$ cat src/rtl/bullet_launcher_pkg.sv
// Shared definitions for the bullet launcher, turret controller and sprite mapper.
// Holds the FSM state encoding, default keycodes and screen limits.
package bullet_pkg;

    localparam int unsigned POS_W  = 10;
    localparam int unsigned KEY_W  = 8;
    localparam int unsigned CNT_W  = 8;
    localparam int unsigned AMMO_W = 4;

    typedef enum logic [1:0] {
        ST_IDLE     = 2'd0,
        ST_FLIGHT   = 2'd1,
        ST_COOLDOWN = 2'd2
    } bullet_state_e;

    localparam logic [KEY_W-1:0] FIRE_KEY_DEF   = 8'h2C;
    localparam logic [KEY_W-1:0] RELOAD_KEY_DEF = 8'h15;

    localparam logic [POS_W-1:0] X_MAX_DEF = 10'd639;
    localparam logic [POS_W-1:0] Y_MAX_DEF = 10'd479;

    // Negative steps wrap to large unsigned values, so one compare per axis covers both edges.
    function automatic logic off_screen(
        input logic [POS_W-1:0] nx,
        input logic [POS_W-1:0] ny,
        input logic [POS_W-1:0] x_max,
        input logic [POS_W-1:0] y_max
    );
        return (nx > x_max) || (ny > y_max);
    endfunction

endpackage

$ cat src/rtl/bullet_launcher_if.sv
// Keyboard, turret and collision inputs plus bullet state outputs of the launcher.
// master = driver side (turret/keyboard/collision), slave = the launcher itself.
interface bullet_launcher_if;
    import bullet_pkg::*;

    logic [KEY_W-1:0]  keycode;
    logic [POS_W-1:0]  motion_x;
    logic [POS_W-1:0]  motion_y;
    logic [POS_W-1:0]  init_pos_x;
    logic [POS_W-1:0]  init_pos_y;
    logic              hit;
    logic              bullet_active;
    logic [POS_W-1:0]  bullet_x;
    logic [POS_W-1:0]  bullet_y;
    logic              shot_fired;
    logic [AMMO_W-1:0] ammo_left;

    modport master (
        output keycode, motion_x, motion_y, init_pos_x, init_pos_y, hit,
        input  bullet_active, bullet_x, bullet_y, shot_fired, ammo_left
    );

    modport slave (
        input  keycode, motion_x, motion_y, init_pos_x, init_pos_y, hit,
        output bullet_active, bullet_x, bullet_y, shot_fired, ammo_left
    );

endinterface

$ cat src/rtl/bullet_launcher_frame_tick_sync.sv
// Brings the asynchronous vsync strobe into clk_i and emits a one-cycle tick on its rise.
// Reusable by any per-frame mover.
module frame_tick_sync (
    input  logic clk_i,
    input  logic rst_ni,
    input  logic frame_clk_i,
    output logic tick_o
);

    // sync_q[0..2] are the s1/s2/s3 stages; s1 is the metastability catcher.
    logic [2:0] sync_q;

    always_ff @(posedge clk_i or negedge rst_ni) begin
        if (!rst_ni) begin
            sync_q <= 3'b000;
        end else begin
            sync_q <= {sync_q[1:0], frame_clk_i};
        end
    end

    assign tick_o = sync_q[1] & ~sync_q[2];

endmodule

$ cat src/rtl/bullet_launcher.sv
// Single-bullet projectile engine: launches on a fire-key press, steps once per frame,
// retires on edge exit / hit / lifetime expiry, then cools down before re-arming.
module bullet_launcher
    import bullet_pkg::*;
#(
    parameter logic [KEY_W-1:0] FIRE_KEY        = FIRE_KEY_DEF,
    parameter logic [KEY_W-1:0] RELOAD_KEY      = RELOAD_KEY_DEF,
    parameter logic [POS_W-1:0] X_MAX           = X_MAX_DEF,
    parameter logic [POS_W-1:0] Y_MAX           = Y_MAX_DEF,
    parameter int unsigned      COOLDOWN_FRAMES = 15,
    parameter int unsigned      MAX_LIFE        = 255,
    parameter int unsigned      AMMO            = 8
) (
    input  logic             clk_i,
    input  logic             rst_ni,
    input  logic             frame_clk_i,
    bullet_launcher_if.slave bus
);

    localparam logic [CNT_W-1:0]  COOL_INIT = CNT_W'(COOLDOWN_FRAMES);
    localparam logic [CNT_W-1:0]  LIFE_INIT = CNT_W'(MAX_LIFE);
    localparam logic [AMMO_W-1:0] AMMO_INIT = AMMO_W'(AMMO);

    bullet_state_e     state_q, state_d;
    logic [KEY_W-1:0]  key_q;
    logic [POS_W-1:0]  bx_q, bx_d, by_q, by_d;
    logic [POS_W-1:0]  vx_q, vx_d, vy_q, vy_d;
    logic [CNT_W-1:0]  life_q, life_d;
    logic [CNT_W-1:0]  cool_q, cool_d;
    logic [AMMO_W-1:0] ammo_q, ammo_d;
    logic              shot_q, shot_d;

    logic              tick;
    logic              press_fire, press_reload;
    logic              launch, retire, step, cool_done, oob;
    logic [POS_W-1:0]  nx, ny;

    frame_tick_sync u_frame_tick_sync (
        .clk_i       (clk_i),
        .rst_ni      (rst_ni),
        .frame_clk_i (frame_clk_i),
        .tick_o      (tick)
    );

    assign press_fire   = (bus.keycode == FIRE_KEY)   && (key_q != FIRE_KEY);
    assign press_reload = (bus.keycode == RELOAD_KEY) && (key_q != RELOAD_KEY);

    assign nx  = bx_q + vx_q;
    assign ny  = by_q + vy_q;
    assign oob = off_screen(nx, ny, X_MAX, Y_MAX);

    // A hit wins over a same-cycle tick, so the position never steps on a hit.
    assign launch    = (state_q == ST_IDLE) && press_fire && (ammo_q != '0);
    assign retire    = (state_q == ST_FLIGHT) &&
                       (bus.hit || (tick && (oob || (life_q == CNT_W'(1)))));
    assign step      = (state_q == ST_FLIGHT) && !bus.hit && tick &&
                       !oob && (life_q != CNT_W'(1));
    assign cool_done = (state_q == ST_COOLDOWN) && tick && (cool_q <= CNT_W'(1));

    always_ff @(posedge clk_i or negedge rst_ni) begin
        if (!rst_ni) begin
            state_q <= ST_IDLE;
        end else begin
            state_q <= state_d;
        end
    end

    always_comb begin
        state_d = state_q;
        case (state_q)
            ST_IDLE: begin
                if (launch) begin
                    state_d = ST_FLIGHT;
                end
            end
            ST_FLIGHT: begin
                if (retire) begin
                    state_d = (COOL_INIT == '0) ? ST_IDLE : ST_COOLDOWN;
                end
            end
            ST_COOLDOWN: begin
                if (cool_done) begin
                    state_d = ST_IDLE;
                end
            end
            default: state_d = ST_IDLE;
        endcase
    end

    always_comb begin
        bus.bullet_active = (state_q == ST_FLIGHT);
        bus.bullet_x      = bx_q;
        bus.bullet_y      = by_q;
        bus.shot_fired    = shot_q;
        bus.ammo_left     = ammo_q;
    end

    // Datapath next-state: velocity is latched only at launch, so turret motion mid-flight is ignored.
    always_comb begin
        bx_d   = bx_q;
        by_d   = by_q;
        vx_d   = vx_q;
        vy_d   = vy_q;
        life_d = life_q;
        cool_d = cool_q;
        ammo_d = ammo_q;
        shot_d = 1'b0;

        if (launch) begin
            bx_d   = bus.init_pos_x;
            by_d   = bus.init_pos_y;
            vx_d   = bus.motion_x;
            vy_d   = bus.motion_y;
            life_d = LIFE_INIT;
            ammo_d = ammo_q - AMMO_W'(1);
            shot_d = 1'b1;
        end

        if (step) begin
            bx_d   = nx;
            by_d   = ny;
            life_d = life_q - CNT_W'(1);
        end

        if (retire) begin
            cool_d = COOL_INIT;
        end

        if ((state_q == ST_COOLDOWN) && tick && (cool_q != '0)) begin
            cool_d = cool_q - CNT_W'(1);
        end

        if ((state_q == ST_IDLE) && press_reload) begin
            ammo_d = AMMO_INIT;
        end
    end

    always_ff @(posedge clk_i or negedge rst_ni) begin
        if (!rst_ni) begin
            key_q  <= '0;
            bx_q   <= '0;
            by_q   <= '0;
            vx_q   <= '0;
            vy_q   <= '0;
            life_q <= '0;
            cool_q <= '0;
            ammo_q <= AMMO_INIT;
            shot_q <= 1'b0;
        end else begin
            key_q  <= bus.keycode;
            bx_q   <= bx_d;
            by_q   <= by_d;
            vx_q   <= vx_d;
            vy_q   <= vy_d;
            life_q <= life_d;
            cool_q <= cool_d;
            ammo_q <= ammo_d;
            shot_q <= shot_d;
        end
    end

endmodule
$ cat src/flat_wrapper.sv
// flat-port wrapper written by rule: the top's interface ports become plain ports
module bullet_launcher_flat import bullet_pkg::*;
#(
    parameter logic [KEY_W-1:0] FIRE_KEY        = FIRE_KEY_DEF,
    parameter logic [KEY_W-1:0] RELOAD_KEY      = RELOAD_KEY_DEF,
    parameter logic [POS_W-1:0] X_MAX           = X_MAX_DEF,
    parameter logic [POS_W-1:0] Y_MAX           = Y_MAX_DEF,
    parameter int unsigned      COOLDOWN_FRAMES = 15,
    parameter int unsigned      MAX_LIFE        = 255,
    parameter int unsigned      AMMO            = 8
)
  (clk_i, rst_ni, frame_clk_i, bus_keycode, bus_motion_x, bus_motion_y, bus_init_pos_x, bus_init_pos_y, bus_hit, bus_bullet_active, bus_bullet_x, bus_bullet_y, bus_shot_fired, bus_ammo_left);
  bullet_launcher_if bus_i ();
  input  logic clk_i;
  input  logic rst_ni;
  input  logic frame_clk_i;
  input wire logic [$bits(bus_i.keycode)-1:0] bus_keycode;
  input wire logic [$bits(bus_i.motion_x)-1:0] bus_motion_x;
  input wire logic [$bits(bus_i.motion_y)-1:0] bus_motion_y;
  input wire logic [$bits(bus_i.init_pos_x)-1:0] bus_init_pos_x;
  input wire logic [$bits(bus_i.init_pos_y)-1:0] bus_init_pos_y;
  input wire logic [$bits(bus_i.hit)-1:0] bus_hit;
  output wire logic [$bits(bus_i.bullet_active)-1:0] bus_bullet_active;
  output wire logic [$bits(bus_i.bullet_x)-1:0] bus_bullet_x;
  output wire logic [$bits(bus_i.bullet_y)-1:0] bus_bullet_y;
  output wire logic [$bits(bus_i.shot_fired)-1:0] bus_shot_fired;
  output wire logic [$bits(bus_i.ammo_left)-1:0] bus_ammo_left;
  assign bus_i.keycode = bus_keycode;
  assign bus_i.motion_x = bus_motion_x;
  assign bus_i.motion_y = bus_motion_y;
  assign bus_i.init_pos_x = bus_init_pos_x;
  assign bus_i.init_pos_y = bus_init_pos_y;
  assign bus_i.hit = bus_hit;
  assign bus_bullet_active = bus_i.bullet_active;
  assign bus_bullet_x = bus_i.bullet_x;
  assign bus_bullet_y = bus_i.bullet_y;
  assign bus_shot_fired = bus_i.shot_fired;
  assign bus_ammo_left = bus_i.ammo_left;
  bullet_launcher #(.FIRE_KEY(FIRE_KEY), .RELOAD_KEY(RELOAD_KEY), .X_MAX(X_MAX), .Y_MAX(Y_MAX), .COOLDOWN_FRAMES(COOLDOWN_FRAMES), .MAX_LIFE(MAX_LIFE), .AMMO(AMMO)) u_core (.clk_i(clk_i), .rst_ni(rst_ni), .frame_clk_i(frame_clk_i), .bus(bus_i));
endmodule
$ cat config.mk
export PLATFORM = sky130hd
export DESIGN_NAME = bullet_launcher_flat
export DESIGN_NICKNAME = d
export VERILOG_FILES = /design/src/rtl/bullet_launcher_pkg.sv /design/src/rtl/bullet_launcher_if.sv /design/src/rtl/bullet_launcher_frame_tick_sync.sv /design/src/rtl/bullet_launcher.sv /design/src/flat_wrapper.sv
export SDC_FILE = /design/constraint.sdc
export NUM_CORES = 1
export LEC_CHECK = 0
export ABC_CLOCK_PERIOD_IN_PS = 5600
export CAP_MARGIN = 20
export CORE_UTILIZATION = 30
export CTS_CLUSTER_SIZE = 12
export DETAILED_ROUTE_END_ITERATION = 6
export GPL_ROUTABILITY_DRIVEN = 0
export PLACE_DENSITY_LB_ADDON = 0.2
export SLEW_MARGIN = 10
export SYNTH_ARGS = -nofsm -noshare
export SYNTH_HDL_FRONTEND = slang
export SYNTH_SLANG_ARGS = --single-unit
$ cat constraint.sdc
create_clock -name clk_i -period 5.6 [get_ports clk_i]
set_clock_uncertainty 0.2 [all_clocks]
set_input_delay 0.84 -clock clk_i [delete_from_list [all_inputs] [get_ports clk_i]]
set_output_delay 0.84 -clock clk_i [all_outputs]
set_load 0.1 [all_outputs]
==> impl_metrics.yaml <==
sta:
  timing.final.crit_period_ns: 3.48
  finalMaxSlewViolations: 0
  worst_pin_slew_ns: 0.985
  setup_viol_count_final: 0
  hold_viol_final: 0
  setup_tns_ns: 0
  min_period_over_period: 0.622
  relSlewSlack: 0.341
  hold_slack_ns: 0.155
  rsz0062_at_grt: "no"
  fmaxAchievable_ghz: 0.287
  setup_slack_ns: 2.12
finish:
  drive_above_1_share: 0.0869
  diodes: 0
  syn2layout_area_growth_pct: 28.2
  final_area_sq_mm: 0.00542
  fin_cells: 698
  nNetsFinal: 592
  fill_cells: 1384
yosys:
  avgSynthCellArea_sq_um: 9.64
  async_flop_share: 1.00
  synth_area_sq_mm: 0.00423
  synth-seq-cells: 74
  syn_nets: 517
  synth_flop_cell: "dfrtp_1"
  synth-seq-area-share: 0.438
  synth-edff-count: 0
  syn_inst: 439
  yosys_warnings: 0
  yosysUniqueCellTypes: 66
clock_tree:
  cts_tree: "built"
  clockBufferDepth: 2
  hold_buffers: 0
  cts_root_buffer: "clkbuf_16"
  htreeDepth: 3
  post_cts_buffers: 0
  cts_inserted_buffers: 9
  clk_pin_slew_ns: 0.06
  cts_resized: 0
  clk_latency_ns: 0.34
  cts_sinks: 74
worst_setup_path:
  cp.required_ns: 5.63
  regToRegEndpoint: "u_core.life_q[4]"
  start_kind: "flip-flop"
  r2r.worst_path.cells: 11
  cp.arrival_ns: 3.51
  critical_path.cell_chain: "ha_1, inv_1, fa_1, nand2b_1, a21oi_1, nor2_1, xnor2_1, nand4_1, and3_1, nand2_4, o221a_1"
  critPathKind: "flip-flop to flip-flop"
  worst-path-buf-inv: 1
  regToRegSetupSlack_ns: 2.12
  slowest_delay_ns: 0.60
  cp_max_fo: 12
  cp_top_family: "simple AND/OR/NAND/NOR gates"
  critPathSlowestCell: "and3_1"
  end_kind: "flip-flop"
  r2r-start: "u_core.bus.bullet_y[0]"
route:
  vias_per_cell: 4.95
  drtPass1Iterations: 7
  drtIter0Drc: 154
  routedWlPerCell_microns: 14.9
  routed_wl_microns: 10400
  vias: 3455
  antenna_left: 0
  drc: 2
floorplan:
  start_util: 0.306
  die_area_sq_mm: 0.0146
  core_sq_mm: 0.0138
  std_cell_rows: 43
  fp.dieH_microns: 121
  boundaryPins: 78
  die-width_microns: 121
power_and_ir_drop:
  intPower_uw: 934
  p_switching_uw: 302
  pwr-share-clk: 0.437
  ir_worst_vdd_mv: 0.145
  p_leak_uw: 0.00250
  pwr-share-seq: 0.467
  swShare: 0.244
  p_comb_frac: 0.096
  p_per_area_mw_per_mm2: 228
outcome:
  violations: "DRC"
  outcome: "complete, but fails checks"
placed_design:
  dpl.hpwl_microns: 7290
  post-place-ws_ns: 1.80
  io_buffers: 77
  place_area_sq_mm: 0.00515
  place_inst: 683
worst_hold_path:
  min_to: "u_core.u_frame_tick_sync.sync_q[1]"
  min_path_cells: 0
  worstHoldPathType: "flip-flop to flip-flop"
  holdCritStartpoint: "u_core.u_frame_tick_sync.sync_q[0]"
global_routing:
  grtUsageTotal: 0.154
  grt_pass1_wl_microns: 17400
  grt_pass1_vias: 3505
  grt-ovfl-total: 0
  grt_max_degree: 75
  antenna_found_initial: 0
flow_run:
  drv_cap: 0
==> registers in the layout, summed over array words and instances, names as in the netlist <==
register	count
u_core.bus.shot_fired	1
u_core.state_q	2
u_core.bus.bullet_x	10
u_core.cool_q	8
u_core.vy_q	10
u_core.life_q	8
u_core.vx_q	10
u_core.u_frame_tick_sync.sync_q	3
u_core.bus.ammo_left	4
u_core.bus.bullet_y	10
u_core.key_q	8
==> how the worst max path moves through the flow <==
| stage | start | endpoint | cells after the start |
|---|---|---|---|
| 4_1_cts | u_core.bus.bullet_y[0] | u_core.life_q[4] | 11 |
| 3_3_place_gp | bus_keycode[1] | u_core.bus.bullet_y[8] | 8 |
| 5_1_grt | u_core.bus.bullet_x[0] | u_core.bus.bullet_x[2] | 11 |
| 2_1_floorplan | u_core.bus.bullet_x[0] | u_core.life_q[7] | 12 |
| 6_report | u_core.bus.bullet_y[0] | u_core.life_q[4] | 11 |
| 3_5_place_dp | bus_keycode[1] | u_core.bus.bullet_y[6] | 8 |
==> routing by layer <==
layer  vias up  GRT usage  wire [microns]
met4         0     0.0671             202
met3        13     0.0387             467
met1      1644      0.198            5000
met2        84      0.245            4770
li1       1714          -               -
met5         -          0               0
==> metrics by stage <==
step / power [uW] / util
floorplan: 640 / -
global placement: 703 / 0.373
detailed placement: 707 / 0.373
CTS: 1260 / 0.392
global route: 1290 / 0.392
finish: 1240 / 0.392
==> layout by cell type (no fill, tap or decap), drive strengths merged, types with 12 or more instances in the layout <==
master / count
inv: 16
mux2i: 16
a21oi: 23
clkdlybuf4s50: 76
ha: 24
nand2: 83
dfrtp: 73
o21ai: 21
nand3: 12
clkbuf: 12
xnor2: 13
nor2: 33
==> synth_stat cells, types with 4 or more instances <==
cell | n | area (sq um)
nand2_1 | 81 | 304
dfrtp_1 | 73 | 1830
nor2_1 | 32 | 120
ha_1 | 24 | 300
a21oi_1 | 21 | 105
mux2i_1 | 16 | 160
inv_1 | 15 | 56.3
o21ai_0 | 15 | 75.1
xnor2_1 | 13 | 114
nand3_1 | 11 | 55.1
nor3_1 | 10 | 50.1
or4_1 | 8 | 60.1
a221o_1 | 7 | 70.1
and2_1 | 6 | 37.5
a31o_2 | 5 | 43.8
clkbuf_1 | 5 | 18.8
nand4_1 | 5 | 31.3
o31ai_1 | 5 | 37.5
xor2_1 | 5 | 43.8
buf_2 | 4 | 20.0
nand2b_1 | 4 | 25.0
o21a_1 | 4 | 30.0
o21ai_1 | 4 | 20.0
==> cell families (layout without fill, tap and decap cells) <==
kind of cell,after synthesis,count (layout),share of synthesized area
simple gates,184,184,0.211
buf+inv,30,109,0.0331
compound gates,91,91,0.163
mux,16,16,0.0379
xor+xnor,18,18,0.0373
fa+ha+maj,26,26,0.0805
flops,74,74,0.438
==> power groups by stage <==
stage	clock network, uW	logic, uW	registers [uW]
floorplan	0	46.8	593
global placement	0	118	586
detailed placement	0	120	587
CTS	558	121	577
global route	575	131	581
finish	540	118	578
==> cell type report <==
cell class / instances / area [sq um] / share of cell area
Clock buffer: 12 / 256 / 0.0473
Clock inverter: 3 / 15.0 / 0.00277
Inverter: 16 / 60.1 / 0.0111
Multi-Input combinational cell: 335 / 2240 / 0.413
Sequential cell: 74 / 1850 / 0.342
Tap cell: 180 / 225 / 0.0415
Timing Repair Buffer: 78 / 776 / 0.143
Note: power is estimated with default switching activity, not from simulation.
